**config.mk**
```make
export PLATFORM = sky130hd
export DESIGN_NAME = sw_affine_pe_cfg
export DESIGN_NICKNAME = d
export VERILOG_FILES = /design/src/rtl/sw_pkg.sv /design/src/rtl/sw_max3_sat.sv /design/src/rtl/sw_affine_pe_cfg.sv
export SDC_FILE = /design/constraint.sdc
export NUM_CORES = 1
export LEC_CHECK = 0
export CORE_ASPECT_RATIO = 2
export CORE_MARGIN = 5
export CORE_UTILIZATION = 57
export DETAILED_ROUTE_END_ITERATION = 8
export GPL_ROUTABILITY_DRIVEN = 0
export PLACE_DENSITY = 0.86
export SKIP_CTS_REPAIR_TIMING = 1
export SYNTH_ARGS = -nofsm -noshare
export SYNTH_HDL_FRONTEND = slang
export SYNTH_HIERARCHICAL = 1
export SYNTH_SLANG_ARGS = --single-unit
```
**constraint.sdc**
```tcl
create_clock -name clk -period 10.5 [get_ports clk]
set_input_delay 1.05 -clock clk [delete_from_list [all_inputs] [get_ports clk]]
set_output_delay 1.05 -clock clk [all_outputs]
set_load 0.05 [all_outputs]
```
**src/rtl/sw_pkg.sv**
```systemverilog
// Shared definitions for the affine-gap Smith-Waterman PE: default penalties,
// the score type and the saturating adder used by every score path.
package sw_pkg;

    // Default score width; modules override it through their SCORE_W parameter.
    localparam int unsigned DefScoreW = 10;

    // Penalty register values after reset.
    localparam int DefMatch    = 2;
    localparam int DefMismatch = -2;
    localparam int DefGapOpen  = -2;
    localparam int DefGapExt   = -1;

    typedef logic signed [DefScoreW-1:0] score_t;

    // Wide carrier for saturating arithmetic; score widths up to 31 bits fit.
    localparam int unsigned SatW = 32;
    typedef logic signed [SatW-1:0] wide_t;

    // Sign-extended a + b clamped to the signed range of a w-bit score.
    function automatic wide_t sat_add(input wide_t a, input wide_t b, input int unsigned w);
        wide_t sum;
        wide_t hi;
        wide_t lo;
        sum = a + b;
        hi  = (32'sd1 <<< (w - 1)) - 32'sd1;
        lo  = -hi - 32'sd1;
        if (sum > hi) begin
            return hi;
        end else if (sum < lo) begin
            return lo;
        end
        return sum;
    endfunction

endpackage

```
**src/rtl/sw_max3_sat.sv**
```systemverilog
// Combinational signed max of three scores with a floor at zero (local alignment).
module sw_max3_sat #(
    parameter int unsigned W = 10
) (
    input  logic signed [W-1:0] a,
    input  logic signed [W-1:0] b,
    input  logic signed [W-1:0] c,
    output logic signed [W-1:0] y
);

    // Running maximum starting from the zero floor.
    always_comb begin
        y = '0;
        if (a > y) y = a;
        if (b > y) y = b;
        if (c > y) y = c;
    end

endmodule

```
**src/rtl/sw_affine_pe_cfg.sv**
```systemverilog
// Smith-Waterman systolic PE with affine gaps, run-time penalties, saturating
// arithmetic, per-PE best-score tracking and a daisy-chained readout register.
module sw_affine_pe_cfg
    import sw_pkg::*;
#(
    parameter  int unsigned SCORE_W = 10,
    parameter  int unsigned SYM_W   = 2,
    parameter  int unsigned POS_W   = 16,
    localparam int unsigned RES_W   = SCORE_W + POS_W
) (
    input  logic                      clk,
    input  logic                      rst,
    input  logic                      cfg_load,
    input  logic signed [SCORE_W-1:0] cfg_match,
    input  logic signed [SCORE_W-1:0] cfg_mismatch,
    input  logic signed [SCORE_W-1:0] cfg_gap_open,
    input  logic signed [SCORE_W-1:0] cfg_gap_ext,
    input  logic signed [SCORE_W-1:0] V_in,
    input  logic signed [SCORE_W-1:0] F_in,
    input  logic        [SYM_W-1:0]   T_in,
    input  logic        [SYM_W-1:0]   S_in,
    input  logic                      store_S,
    input  logic                      init_in,
    input  logic                      rd_load,
    input  logic                      rd_shift,
    input  logic        [RES_W-1:0]   res_in,
    output logic signed [SCORE_W-1:0] V_out,
    output logic signed [SCORE_W-1:0] F_out,
    output logic        [SYM_W-1:0]   T_out,
    output logic                      init_out,
    output logic                      done_out,
    output logic        [RES_W-1:0]   res_out
);

    typedef logic signed [SCORE_W-1:0] sc_t;

    // Saturating add at this PE's score width.
    function automatic sc_t add_sat(input sc_t a, input sc_t b);
        wide_t s;
        s = sat_add(wide_t'(a), wide_t'(b), SCORE_W);
        return sc_t'(s[SCORE_W-1:0]);
    endfunction

    sc_t              pen_match_q, pen_mismatch_q, pen_gap_open_q, pen_gap_ext_q;
    sc_t              v_q, e_q, f_q, vdiag_q, best_q;
    logic [SYM_W-1:0] t_q, s_q;
    logic             init_q, done_q;
    logic [POS_W-1:0] col_q, bcol_q;
    logic [RES_W-1:0] res_q;

    logic             start;
    sc_t              sub_score, e_open, e_ext, f_open, f_ext;
    sc_t              new_e, new_f, diag, v_new, best_base;
    logic [POS_W-1:0] col_cur, col_next;
    logic             improve;

    // Cell recurrence, column numbering and best-score comparison.
    always_comb begin
        start     = init_in & ~init_q;
        sub_score = (s_q == T_in) ? pen_match_q : pen_mismatch_q;
        e_open    = add_sat(v_q, pen_gap_open_q);
        e_ext     = add_sat(e_q, pen_gap_ext_q);
        f_open    = add_sat(V_in, pen_gap_open_q);
        f_ext     = add_sat(F_in, pen_gap_ext_q);
        new_e     = (e_open > e_ext) ? e_open : e_ext;
        new_f     = (f_open > f_ext) ? f_open : f_ext;
        diag      = add_sat(vdiag_q, sub_score);
        // A new run restarts numbering at column 0 and forgets the old best.
        col_cur   = start ? '0 : col_q;
        col_next  = (col_cur == '1) ? col_cur : col_cur + POS_W'(1);
        best_base = start ? '0 : best_q;
        improve   = v_new > best_base;
    end

    sw_max3_sat #(
        .W(SCORE_W)
    ) u_vmax (
        .a(new_e),
        .b(new_f),
        .c(diag),
        .y(v_new)
    );

    // Run-time penalty registers.
    always_ff @(posedge clk or posedge rst) begin
        if (rst) begin
            pen_match_q    <= SCORE_W'(DefMatch);
            pen_mismatch_q <= SCORE_W'(DefMismatch);
            pen_gap_open_q <= SCORE_W'(DefGapOpen);
            pen_gap_ext_q  <= SCORE_W'(DefGapExt);
        end else if (cfg_load) begin
            pen_match_q    <= cfg_match;
            pen_mismatch_q <= cfg_mismatch;
            pen_gap_open_q <= cfg_gap_open;
            pen_gap_ext_q  <= cfg_gap_ext;
        end
    end

    // Systolic pass-through, query symbol and end-of-run pulse.
    always_ff @(posedge clk or posedge rst) begin
        if (rst) begin
            t_q     <= '0;
            s_q     <= '0;
            vdiag_q <= '0;
            init_q  <= 1'b0;
            done_q  <= 1'b0;
        end else begin
            t_q     <= T_in;
            vdiag_q <= V_in;
            init_q  <= init_in;
            done_q  <= init_q & ~init_in;
            if (store_S) s_q <= S_in;
        end
    end

    // Score state and best-score tracking; scores clear while inactive.
    always_ff @(posedge clk or posedge rst) begin
        if (rst) begin
            v_q    <= '0;
            e_q    <= '0;
            f_q    <= '0;
            col_q  <= '0;
            best_q <= '0;
            bcol_q <= '0;
        end else if (init_in) begin
            v_q   <= v_new;
            e_q   <= new_e;
            f_q   <= new_f;
            col_q <= col_next;
            if (improve) begin
                best_q <= v_new;
                bcol_q <= col_cur;
            end else if (start) begin
                best_q <= '0;
                bcol_q <= '0;
            end
        end else begin
            v_q <= '0;
            e_q <= '0;
            f_q <= '0;
        end
    end

    // Readout register: load own result, else shift from the downstream PE.
    always_ff @(posedge clk or posedge rst) begin
        if (rst) begin
            res_q <= '0;
        end else if (rd_load) begin
            res_q <= {best_q, bcol_q};
        end else if (rd_shift) begin
            res_q <= res_in;
        end
    end

    assign V_out    = v_q;
    assign F_out    = f_q;
    assign T_out    = t_q;
    assign init_out = init_q;
    assign done_out = done_q;
    assign res_out  = res_q;

endmodule

```
==> results.yml <==
logic_synthesis:
  synthFlopType: "dfrtp_1"
  synth_seq_cells: 154
  synth.area.top_cells: "dfrtp_1 (27%), ha_1 (11%), dfstp_2 (6.7%)"
  synth_area_leader_cell: "dfrtp_1"
  postSynthAreaPerCell_um2: 9.59
  ys_top_cells_by_count: "dfrtp_1 (125), ha_1 (101), nand2_1 (76)"
  async_reset_ff_share_pct: 100
  syn-instance-count: 1187
  synth-edff-count: 0
  syn_nets: 1390
  synth_warnings: 6
  netlist.area_leader.share_pct: 27.5
  netlist_area_um2: 11400
  synth_mux_area_share_pct: 8.97
  yosys.area_share.simple_pct: 14.3
  yosys.area_share.xor_xnor_pct: 3.46
  synthDistinctLibCells: 96
  synth_fa_ha_area_share_pct: 13.9
  synth_top_family_by_area: "compound AO/OA/AOI/OAI gates"
  synth.most_common_cell: "dfrtp_1"
  ys_seq_area_share_pct: 34.2
  synth_compound_area_share_pct: 21.0
clock_tree:
  ctsRootBufferMaster: "clkbuf_16"
  insertion_delay_ns: 0.43
  clkSinkCount: 154
  h-tree-depth: 4
  cts_inserted_buffers: 17
  clock_path_buffers: 2
  cts_tree: "done"
  cts.clk_slew.worst_paths_ns: 0.06
drt:
  drt_iter0_drc: 595
  drt-total-wl_um: 34100
  routed_via_density: 6.36
  antenna_left: 0
  wire_per_inst_um: 21.1
  post-route-drc-count: 0
  num_vias: 10246
  drtPass1Iterations: 6
critical_path:
  crit_required_ns: 10.81
  path_max_fanout: 18
  crit_arrival_ns: 10.42
  cp_slowest_cell: "or4_4"
  cp-start-kind: "primary input"
  path_class: "in2reg"
  crit_family: "compound AO/OA/AOI/OAI gates"
  cp_slowest_stage_delay_ns: 0.57
  endpoint_kind: "flop"
  cp.buffers_inverters: 4
  cpMostUsedCell: "ha_1"
placement:
  place_hpwl_um: 25600
  port_buffers: 146
floorplan:
  rows: 73
  start_util_pct: 57.5
  die_height_um: 210
  coreArea_um2: 19800
  pin_count: 147
  fp.dieArea_um2: 23100
  die_w_um: 110
global_route:
  gr-usage-all-layers_pct: 30.3
  grt_max_degree: 90
  first_global_vias: 10772
  grt_pass1_wl_um: 54000
  antenna_found_initial: 2
  grt_overflow: 0
layout:
  final.fill_count: 1444
  drive_above_1_share_pct: 14.5
  final_util_pct: 70.2
  finalNetCount: 1538
  syn_to_final_growth_pct: 22.2
timing:
  setup_viol: 0
  report.final.slew_viol_count: 0
  worst_pin_slew_ns: 1.09
  fin_crit_ns: 10.11
  finalClockSkew_ns: 0.0147
  slew_headroom_pct: 27.2
  max_freq_mhz: 98.9
  finalCritPeriodShare_pct: 96.3
  finalHoldViolations: 0
job:
  drv_cap: 0
hold_path:
  hold_path.class: "reg2reg"
status:
  status: "complete, no violations"
==> per-layer routing <==
layer  vias up  global-route usage (%)  routed length, um
met1      4873                    28.7              10900
li1       4690                       -                  -
met3       209                    6.99               2180
met4         0                    25.7               3530
met2       474                    52.8              17500
met5         -                       0                  0
==> worst reg2reg max path, delay by kind of cell, from the launching register on <==
family          cells  cell delay (ns)
compound gates     22             4.61
fa+ha+maj           6             1.95
buf+inv             6             1.01
flops               1             0.64
simple gates        8             1.80
==> cells in the final DEF, fill, tap and decap left out, types with 41 or more instances in the layout <==
master,Yosys,final
inv_1,62,61
mux2_2,52,52
a21oi_1,56,54
nor2_1,70,70
mux2i_1,42,41
clkdlybuf4s50_1,0,145
o21ai_0,67,67
nand2_1,76,76
dfrtp_1,125,125
ha_1,101,101
==> final timing paths <==
kind                                                     from                         end  slack [ns]  cells past startpoint
worst max-delay path                                  V_in[1]       best_q[1]$_DFFE_PP0P_        0.39                     39
worst min-delay path               pen_match_q[3]$_DFFE_PP0P_  pen_match_q[3]$_DFFE_PP0P_        0.51                      1
worst max register to register  pen_gap_open_q[1]$_DFFE_PP1P_       best_q[1]$_DFFE_PP0P_        0.39                     42
worst min register to register     pen_match_q[3]$_DFFE_PP0P_  pen_match_q[3]$_DFFE_PP0P_        0.51                      1
max in group asynchronous                                 rst       best_q[1]$_DFFE_PP0P_        8.02                      3
min in group asynchronous                                 rst          s_q[0]$_DFFE_PP0P_        1.16                      2
==> area by class of cell <==
| class | count | area [um2] | share of cell area, % |
|---|---|---|---|
| tap | 262 | 328 | 2.36 |
| clock inverter | 14 | 200 | 1.44 |
| inverter | 63 | 241 | 1.73 |
| antenna | 2 | 5.00 | 0.0360 |
| clock buffer | 18 | 429 | 3.08 |
| multi-input combinational | 924 | 7140 | 51.3 |
| sequential | 154 | 3890 | 27.9 |
| timing repair buffer | 175 | 1690 | 12.1 |
==> metrics by stage <==
step                      setup TNS, ns  cells  hold slack (ns)  setup slack (ns)  instance area (um2)
after global routing              -6.19   1612            0.515            -0.261                13900
after detailed placement          -6.33   1575            0.491            -0.266                13200
final                                 0   1612            0.506             0.390                13900
after CTS                             0   1607            0.502             0.110                13800
after global placement                0   1575            0.483            0.0246                13200
after floorplan                       0   1187            0.450             0.988                11400
==> registers in the layout, summed over array words and instances (netlist names) <==
signal / flops
F_out: 10
T_out: 2
V_out: 10
bcol_q: 16
best_q: 10
col_q: 16
done_out: 1
e_q: 10
init_out: 1
pen_gap_ext_q: 10
pen_gap_open_q: 10
pen_match_q: 10
pen_mismatch_q: 10
res_out: 26
s_q: 2
vdiag_q: 10
==> logic make-up after synthesis <==
kind of cell               count (synthesis)
AOI/OAI and AO/OA                        338
muxes                                     95
other                                      1
buffers and inverters                    109
DFF                                      154
xor gates and xnor gates                  45
adders and majority gates                128
and+or+nand+nor                          317
Power is not shown: default switching activity piles up to over one toggle a cycle in this logic, so the estimate is an artifact.
